<file path="src/rtl/mem_stage_pkg.sv">
// Shared types and constants for the memory-access pipeline stage.
// Holds the FSM state encoding, default widths and the byte-lane helper.
package mem_stage_pkg;

    typedef enum logic [1:0] {
        IDLE = 2'd0,
        BUSY = 2'd1,
        DONE = 2'd2
    } stateT;

    localparam int DEF_DATA_W = 16;
    localparam int DEF_ADDR_W = 16;
    localparam int CNT_W      = 8;

    // Number of address bits that select a byte within one data word.
    function automatic int laneBits(input int dataW);
        return (dataW / 8 > 1) ? $clog2(dataW / 8) : 1;
    endfunction

endpackage

</file>
<file path="src/rtl/mem_lane_fmt.sv">
// Combinational byte-lane formatting: store data replication, byte enables,
// and load byte extraction with sign/zero extension.
module mem_lane_fmt
    import mem_stage_pkg::*;
#(
    parameter int DATA_W = DEF_DATA_W,
    localparam int LB    = laneBits(DATA_W),
    localparam int NB    = DATA_W / 8
) (
    input  logic              storeByte,
    input  logic [LB-1:0]     storeLane,
    input  logic [DATA_W-1:0] storeData,
    output logic [DATA_W-1:0] laneData,
    output logic [NB-1:0]     laneBe,
    input  logic              loadByte,
    input  logic              loadUnsigned,
    input  logic [LB-1:0]     loadLane,
    input  logic [DATA_W-1:0] rawData,
    output logic [DATA_W-1:0] loadData
);

    logic [7:0] byteVal;
    logic       extBit;

    // NOTE: every output gets a value on every path, so no latch is inferred.
    always_comb begin
        laneData = storeByte ? {NB{storeData[7:0]}} : storeData;
        laneBe   = storeByte ? (NB'(1) << storeLane) : '1;
        byteVal  = rawData[{loadLane, 3'b000} +: 8];
        extBit   = loadUnsigned ? 1'b0 : byteVal[7];
        loadData = loadByte ? {{(DATA_W-8){extBit}}, byteVal} : rawData;
    end

endmodule

</file>
<file path="src/rtl/mem_access_stage.sv">
// Memory pipeline stage: turns load/store requests into a req/ack transaction
// against a variable-latency data memory, stalling until completion or timeout.
module mem_access_stage
    import mem_stage_pkg::*;
#(
    parameter int DATA_W  = DEF_DATA_W,
    parameter int ADDR_W  = DEF_ADDR_W,
    parameter int TIMEOUT = 15,
    localparam int LB     = laneBits(DATA_W),
    localparam int NB     = DATA_W / 8
) (
    input  logic              clk,
    input  logic              reset,
    input  logic              mem_readM,
    input  logic              mem_writeM,
    input  logic              byteM,
    input  logic              unsignedM,
    input  logic [ADDR_W-1:0] alu_resultM,
    input  logic [DATA_W-1:0] write_dataM,
    output logic [ADDR_W-1:0] alu_resultMout,
    output logic [DATA_W-1:0] rd_dataM,
    output logic              stallM,
    output logic              misalignM,
    output logic              timeoutM,
    output logic              dmem_req,
    output logic              dmem_we,
    output logic [ADDR_W-1:0] dmem_addr,
    output logic [DATA_W-1:0] dmem_wdata,
    output logic [NB-1:0]     dmem_be,
    input  logic [DATA_W-1:0] dmem_rdata,
    input  logic              dmem_ack
);

    stateT              state, nextState;
    logic [CNT_W-1:0]   waitCnt;
    logic               fmtByte, fmtUnsigned;
    logic [LB-1:0]      fmtLane;
    logic [LB-1:0]      reqLane;
    logic               access, isAligned;
    logic               startReq, misalignIdle, ackSeen, timedOut;
    logic [DATA_W-1:0]  laneData, loadData;
    logic [NB-1:0]      laneBe;

    assign alu_resultMout = alu_resultM;
    assign reqLane        = alu_resultM[LB-1:0];

    mem_lane_fmt #(.DATA_W(DATA_W)) u_fmt (
        .storeByte    (byteM),
        .storeLane    (reqLane),
        .storeData    (write_dataM),
        .laneData     (laneData),
        .laneBe       (laneBe),
        .loadByte     (fmtByte),
        .loadUnsigned (fmtUnsigned),
        .loadLane     (fmtLane),
        .rawData      (dmem_rdata),
        .loadData     (loadData)
    );

    always_comb begin
        access       = mem_readM | mem_writeM;
        isAligned    = byteM || (reqLane == '0);
        startReq     = (state == IDLE) && access && isAligned;
        misalignIdle = (state == IDLE) && access && !isAligned;
        ackSeen      = (state == BUSY) && dmem_ack;
        timedOut     = (state == BUSY) && !dmem_ack && (waitCnt == CNT_W'(TIMEOUT - 1));
        // Async reset clears state at once, but the request inputs may still be high.
        stallM       = reset && (startReq || (state == BUSY));
        misalignM    = reset && misalignIdle;

        nextState = state;
        case (state)
            IDLE:    if (startReq) nextState = BUSY;
            BUSY:    if (ackSeen || timedOut) nextState = DONE;
            DONE:    nextState = IDLE;
            default: nextState = IDLE;
        endcase
    end

    // NOTE: non-blocking assignments so every register samples pre-edge values.
    always_ff @(posedge clk or negedge reset) begin
        if (!reset) state <= IDLE;
        else        state <= nextState;
    end

    always_ff @(posedge clk or negedge reset) begin
        if (!reset) begin
            waitCnt     <= '0;
            dmem_req    <= 1'b0;
            dmem_we     <= 1'b0;
            dmem_addr   <= '0;
            dmem_wdata  <= '0;
            dmem_be     <= '0;
            rd_dataM    <= '0;
            timeoutM    <= 1'b0;
            fmtByte     <= 1'b0;
            fmtUnsigned <= 1'b0;
            fmtLane     <= '0;
        end else begin
            timeoutM <= timedOut;

            if (startReq) begin
                waitCnt     <= '0;
                dmem_req    <= 1'b1;
                dmem_we     <= mem_writeM;
                dmem_addr   <= {alu_resultM[ADDR_W-1:LB], LB'(0)};
                dmem_wdata  <= laneData;
                dmem_be     <= laneBe;
                fmtByte     <= byteM;
                fmtUnsigned <= unsignedM;
                fmtLane     <= reqLane;
            end else if (state == BUSY) begin
                waitCnt <= waitCnt + 1'b1;
            end

            if (ackSeen || timedOut) dmem_req <= 1'b0;

            if (misalignIdle || timedOut) rd_dataM <= '0;
            else if (ackSeen)             rd_dataM <= dmem_we ? '0 : loadData;
        end
    end

endmodule

</file>
<file path="config.mk">
export PLATFORM = sky130hd
export DESIGN_NAME = mem_access_stage
export DESIGN_NICKNAME = d
export VERILOG_FILES = /design/src/rtl/mem_stage_pkg.sv /design/src/rtl/mem_lane_fmt.sv /design/src/rtl/mem_access_stage.sv
export SDC_FILE = /design/constraint.sdc
export NUM_CORES = 1
export LEC_CHECK = 0
export ABC_AREA = 1
export ABC_CLOCK_PERIOD_IN_PS = 1500
export CORE_ASPECT_RATIO = 1.5
export CORE_MARGIN = 1
export CORE_UTILIZATION = 40
export DETAILED_ROUTE_END_ITERATION = 10
export PLACE_DENSITY_LB_ADDON = 0.08
export SYNTH_ARGS = -nofsm -noshare
export SYNTH_HDL_FRONTEND = slang
export SYNTH_SLANG_ARGS = --single-unit
</file>
<file path="constraint.sdc">
create_clock -name clk -period 1.5 [get_ports clk]
set_input_delay 0.3 -clock clk [delete_from_list [all_inputs] [get_ports clk]]
set_output_delay 0.3 -clock clk [all_outputs]
set_load 0.01 [all_outputs]
</file>
==> reports/summary.txt <==
status - finished with violations
failing checks - setup timing
CTS sink count - 65
drt total wl - 8.700 mm
core area - 7661 µm²
async set-reset flop share out of synthesis - 100.0%
hpwl dp - 5.650 mm
initial antenna violation count - 0
die width - 74.77 µm
global-route wire length before repair - 12.83 mm
critical path launch point type - flip-flop
post-route ant nets - 0
P&R area growth vs syn - 62.31%
GRT Total Usage - 20.02%
fin crit share - 113.2%
vias per inst - 4.743
num ports - 126
Max VDD drop - 0.0009309 V
Longest Clk Path Bufs - 2
power consumption - 9365 µW
wire per inst - 13.62 µm
FMAX - 589.1 MHz
Worst-Skew Late Latency - 0.32 ns
flop2flop setup slack - -0.02 ns
mapped cell area - 3177 µm²
Multi-input gate area - 1341 µm²
synth top area cells - dfrtp_1 51%, nand2_1 13%, o21ai_0 6.3%, inv_1 5.0%, buf_4 4.5%
GRT overflow - 0
Register Area - 1627 µm²
Die Ht - 111.1 µm
hold_buf cts - 0
CTS tree - built
length in cells of the worst reg-to-reg path - 10
WHS - 0.1665 ns
power density over cell area - 1816 nW/µm²
Seq/Total Area, Yosys - 51.20%
fillers - 687
cell taking the most area after synthesis - dfrtp_1
Worst Path Max Fanout - 2
RR Startpoint - state[1]
Main synth FF type - dfrtp_1
TritonRoute pass-1 iters - 5
Final nets - 590
crit path cell chain - nor2_4 > buf_6 > nand3_4 > nand2_4 > inv_2 > nor2_1 > buf_2
num rows - 39
Worst Max-Slew Pin Slew - 0.8037 ns
critical path startpoint - state[0]
max_cap viols - 0
Vias - 3031
Synth Instances - 385
Crit Reg-Reg Endpoint - rd_dataM[0]
Pins Over Slew Limit - 0
area of the die - 8310 µm²
CP Capture Type - output pin
largest net degree at the start of global routing - 66
ratio of cells with drive above 1 in the final layout - 20.30%
Initial Util - 41.47%
CTS root buffer - clkbuf_16
Avg Cell Area, Syn - 8.251 µm²
Worst slew margin - 46.42%
RSZ-0062 raised after global routing - yes
port bufs - 124
CP peak stage delay - 0.41 ns
Worst Clk Skew - 0.005771 ns
number of distinct library cells after synthesis - 30
Hold Path Class - in2async
Final min period - 1.697 ns
Synthesis Warnings - 0
Pleak - 0.002705 µW
# H-tree levels - 3
clk slew on worst S/H paths - 0.05 ns
endpoints failing hold - 0
critical path arrival - 1.40 ns
number of global-route vias before repair - 2881
Mapped Nets - 442
initial drt markers - 142
CP Data Required Time - 1.20 ns
Yosys top cell area share - 51.20%
total CTS buffers - 9
Post-synth EDFFs - 0
Yosys reg bits - 65
worst setup margin - -0.1975 ns
crit path kind - reg2out
end point of the critical path - stallM
GPL Wtd Cong - 0.7933
ant diodes - 0
Final Setup Violations - 8
Slowest cell on crit path - dfrtp_1
drc violations - 0
[cell families (layout without fill, tap and decap cells)]
| logic type | Yosys count | after routing | share of synthesized area [%] |
|---|---|---|---|
| compound gates | 63 | 63 | 11.11 |
| buf+inv | 77 | 227 | 12.21 |
| simple gates | 177 | 179 | 24.58 |
| flops | 65 | 65 | 51.20 |
| fa+ha+maj | 2 | 2 | 0.7876 |
| other cells | 1 | 1 | 0.1180 |
[layout make-up]
class / count / share of cell area [%]
sequential: 65 / 31.55
timing repair buffer: 162 / 29.94
multi-input combinational: 245 / 26.01
clock buffer: 12 / 4.975
inverter: 48 / 4.028
tap: 102 / 2.475
clock inverter: 3 / 0.7765
timing repair inverter: 2 / 0.2427
[worst min-delay path by stage]
stage,from,end,slack [ns],depth (start not counted)
after floorplan,reset,dmem_addr[10],0.004,0
after global placement,dmem_be[0],dmem_be[0],0.46,2
after detailed placement,dmem_addr[6],dmem_addr[6],0.47,2
after CTS,reset,waitCnt[4],0.21,2
after global routing,reset,waitCnt[4],0.26,2
final,reset,waitCnt[4],0.17,2
[stage by stage]
step | std cells | utilization [%] | setup TNS (ns) | cell area (µm²) | worst slack (ns)
floorplan | 385 | - | 0 | 3177 | 0.1097
global placement | 604 | 58.79 | -21.65 | 4504 | -0.6890
detailed placement | 604 | 58.79 | -23.04 | 4504 | -0.6957
CTS | 622 | 62.32 | -0.4746 | 4775 | -0.2547
global route | 639 | 67.30 | -1.895 | 5156 | -0.2572
finish | 639 | 67.30 | -0.4429 | 5156 | -0.1975
[sequential cells by signal (all words and copies together), names as in the netlist, 2 cells and up]
register	count
rd_dataM	16
dmem_be	2
state	2
dmem_wdata	16
dmem_addr	15
waitCnt	8
[critical path, delay by kind of cell (launching register included)]
family | cells | cell delay, ns
flops | 1 | 0.41
buf+inv | 3 | 0.29
simple gates | 4 | 0.37
[layout by cell type (no fill, tap or decap), drive strengths merged]
master         instances
nand2                120
dfrtp                 65
dlygate4sd2           65
clkdlybuf4s50         52
inv                   49
o21ai                 40
buf                   38
nor2                  35
nand3                 17
clkbuf                16
a21oi                 11
o211ai                 7
nand4                  5
dlymetal6s2s           3
clkinv                 3
o21a                   2
ha                     2
nand3b                 1
a2bb2oi                1
nor3                   1
o21bai                 1
a31oi                  1
conb                   1
bufinv                 1
[routing by layer]
metal  wire length (µm)  vias up  part of all wire (%)  track usage [%]
li1                   -     1491                     -                -
met1               3394     1426                    39            23.25
met2               4637      103                    53            34.17
met3                545       11                   6.3            6.455
met4                123        0                   1.4            5.912
met5                  0        -                     0                0
[synthesized netlist by cell type (4+ instances only)]
cell type / number
nor2_1: 29
dfrtp_1: 65
a21oi_1: 9
inv_1: 42
nand2_2: 4
nand2_1: 114
nor2_4: 5
o21ai_0: 40
buf_2: 5
nand3_1: 15
buf_4: 19
nand4_1: 5
o211ai_1: 7
[repair_timing]
action | 4_1_cts | 5_1_grt
resized for setup | 84 | 63
setup endpoints to repair | 88 | 27
pin swaps | 2 | 26
setup buffers | 3 | 10
cloned | 0 | 7
[report_power, final]
| part | total, µW | internal [µW] | switching (µW) |
|---|---|---|---|
| Combinational | 4340 | 2080 | 2260 |
| Sequential | 2950 | 2500 | 444 |
| Clock | 2080 | 1360 | 718 |
| Total | 9370 | 5940 | 3430 |
Note: power is estimated with default switching activity, not from simulation.
==> variant: new RTL, config.mk and constraints unchanged <==
Put one more register stage on the output `timeoutM`. The value now appears one clock later. The other outputs are not delayed to match.
--- a/src/rtl/mem_access_stage.sv
+++ b/src/rtl/mem_access_stage.sv
@@ -30,6 +30,8 @@
     input  logic [DATA_W-1:0] dmem_rdata,
     input  logic              dmem_ack
 );
+
+    logic timeoutM_s0;
 
     stateT              state, nextState;
     logic [CNT_W-1:0]   waitCnt;
@@ -92,12 +94,12 @@
             dmem_wdata  <= '0;
             dmem_be     <= '0;
             rd_dataM    <= '0;
-            timeoutM    <= 1'b0;
+            timeoutM_s0 <= 1'b0;
             fmtByte     <= 1'b0;
             fmtUnsigned <= 1'b0;
             fmtLane     <= '0;
         end else begin
-            timeoutM <= timedOut;
+            timeoutM_s0 <= timedOut;
 
             if (startReq) begin
                 waitCnt     <= '0;
@@ -120,5 +122,9 @@
         end
     end
 
+    always_ff @(posedge clk) begin
+        timeoutM <= timeoutM_s0;
+    end
+
 endmodule
 
Behaviour: same outputs for any inputs over 10 cycles, from zero or initial values and one cycle with reset low; that may be too few to reach the edited logic, so the function may still have changed.
==> variant against the unedited design <==
- the flow still finishes with violations (negative setup slack)
- cell area shrank 3.7%
- sequential cell count is 1 higher
- routed wire length shrank 6.9%
- synthesized cell count up 0.26%
- clock skew shrank 0.0023 ns
- worst setup slack improved by 0.014 ns
- area after synthesis up 0.63%
- power down 3.1%
- combinational power down 10%
- largest power group unchanged
- highest routed layer unchanged
==> variant: results (changes against the unedited design) <==
outcome:
  outcome: "finished, violations left"  # unchanged
  failed_checks: "negative setup slack"  # unchanged
logic_synthesis:
  synthTopCellsByArea: "dfrtp_1 51%, nand2_1 13%, o21ai_0 6.3%"  # unchanged
  synthArstFlopShare_pct: 98.48  # was 100.0%
  synth.distinct_cells: 31  # was 30
  synth_cells: 386  # was 385
  synth-seq-cells: 66  # was 65
  synth_fp_nets: 443  # was 442
  synth-seq-area-share_pct: 51.51  # was 51.20%
placement:
  dp_hpwl_mm: 5.656  # was 5.650 mm
  placed_area_mm2: 0.004514  # was 0.004504 mm²
  placed_cells: 602  # was 604
  routabilityCongestion: 0.7694  # was 0.7933
grt:
  grt_usage_pct: 20.66  # was 20.02%
  grt_pass1_vias: 2889  # was 2881
cells_and_area:
  nets: 578  # was 590
  n_fill_cell: 725  # was 687
  layout.cells.non_filler: 628  # was 639
  drive_above_1_share_pct: 16.54  # was 20.30%
routing:
  drt-total-wl_mm: 8.097  # was 8.700 mm
  firstDrtPassIters: 4  # was 5
  vias_per_cell: 4.654  # was 4.743
timing:
  worst_pin_slew_ns: 0.8133  # was 0.8037 ns
  final.setup_skew_ns: 0.003468  # was 0.005771 ns
  worst_slack_ns: -0.1831  # was -0.1975 ns
  finalSetupViolCount: 29  # was 8
  tns_ns: -1.110  # was -0.4429 ns
pwr:
  total_leakage_power_nw: 2.610  # was 2.705 nW
  clk-power_mw: 2.23  # was 2.08 mW
  irDropWorstVdd_mv: 0.9869  # was 0.9309 mV
  p_int_mw: 5.776  # was 5.939 mW
setup_path:
  r2r-end: "rd_dataM[9]"  # was rd_dataM[0]
  rrSetupSlack_ns: -0.09  # was -0.02 ns
  crit_arrival_ns: 1.38  # was 1.40 ns
clock_tree:
  cts_setup_buffers: 4  # was 3
[variant: kinds of logic after synthesis]
logic type,after synthesis,synth area share [%]
adders and majority gates,2,0.7827
buffers and inverters,77,12.13
AOI/OAI and AO/OA,63,11.04
DFF,66,51.51
other,1,0.1173
and+or+nand+nor,177,24.42
[variant: worst max-delay path, stage by stage, from the launching register on]
cell and delay [ns]:
dfrtp_1 0.42, buf_4 0.16, inv_1 0.10, nand2_4 0.07
nand2_4 0.07, inv_2 0.04, nor2_1 0.07, buf_2 0.13
[variant: routing by layer]
| metal | wire (µm) | track usage, % | vias to the layer above |
|---|---|---|---|
| met3 | 563 | 5.973 | 8 |
| met5 | 0 | 0 | - |
| met4 | 147 | 10.69 | 0 |
| met2 | 4232 | 33.99 | 85 |
| met1 | 3153 | 23.67 | 1359 |
| li1 | - | - | 1471 |
[variant: stage by stage]
step | total power [mW] | utilization, % | worst slack [ns] | hold slack, ns
3_5_place_dp | 6.907 | 58.93 | -0.6845 | 0.3405
5_1_grt | 9.739 | 64.80 | -0.2709 | 0.2483
4_1_cts | 8.791 | 62.52 | -0.2094 | 0.2047
6_report | 9.075 | 64.80 | -0.1831 | 0.1618
2_1_floorplan | 4.855 | - | 0.1097 | 0.004409
3_3_place_gp | 6.835 | 58.93 | -0.6844 | 0.3299
[variant: final cells by class]
| class | instances | area share (%) |
|---|---|---|
| Multi-Input combinational cell | 244 | 25.83 |
| Inverter | 48 | 3.982 |
| Tap cell | 102 | 2.571 |
| Timing Repair Buffer | 150 | 27.77 |
| Sequential cell | 66 | 33.17 |
| Clock inverter | 6 | 1.613 |
| Timing Repair inverter | 2 | 0.2520 |
| Clock buffer | 10 | 4.814 |
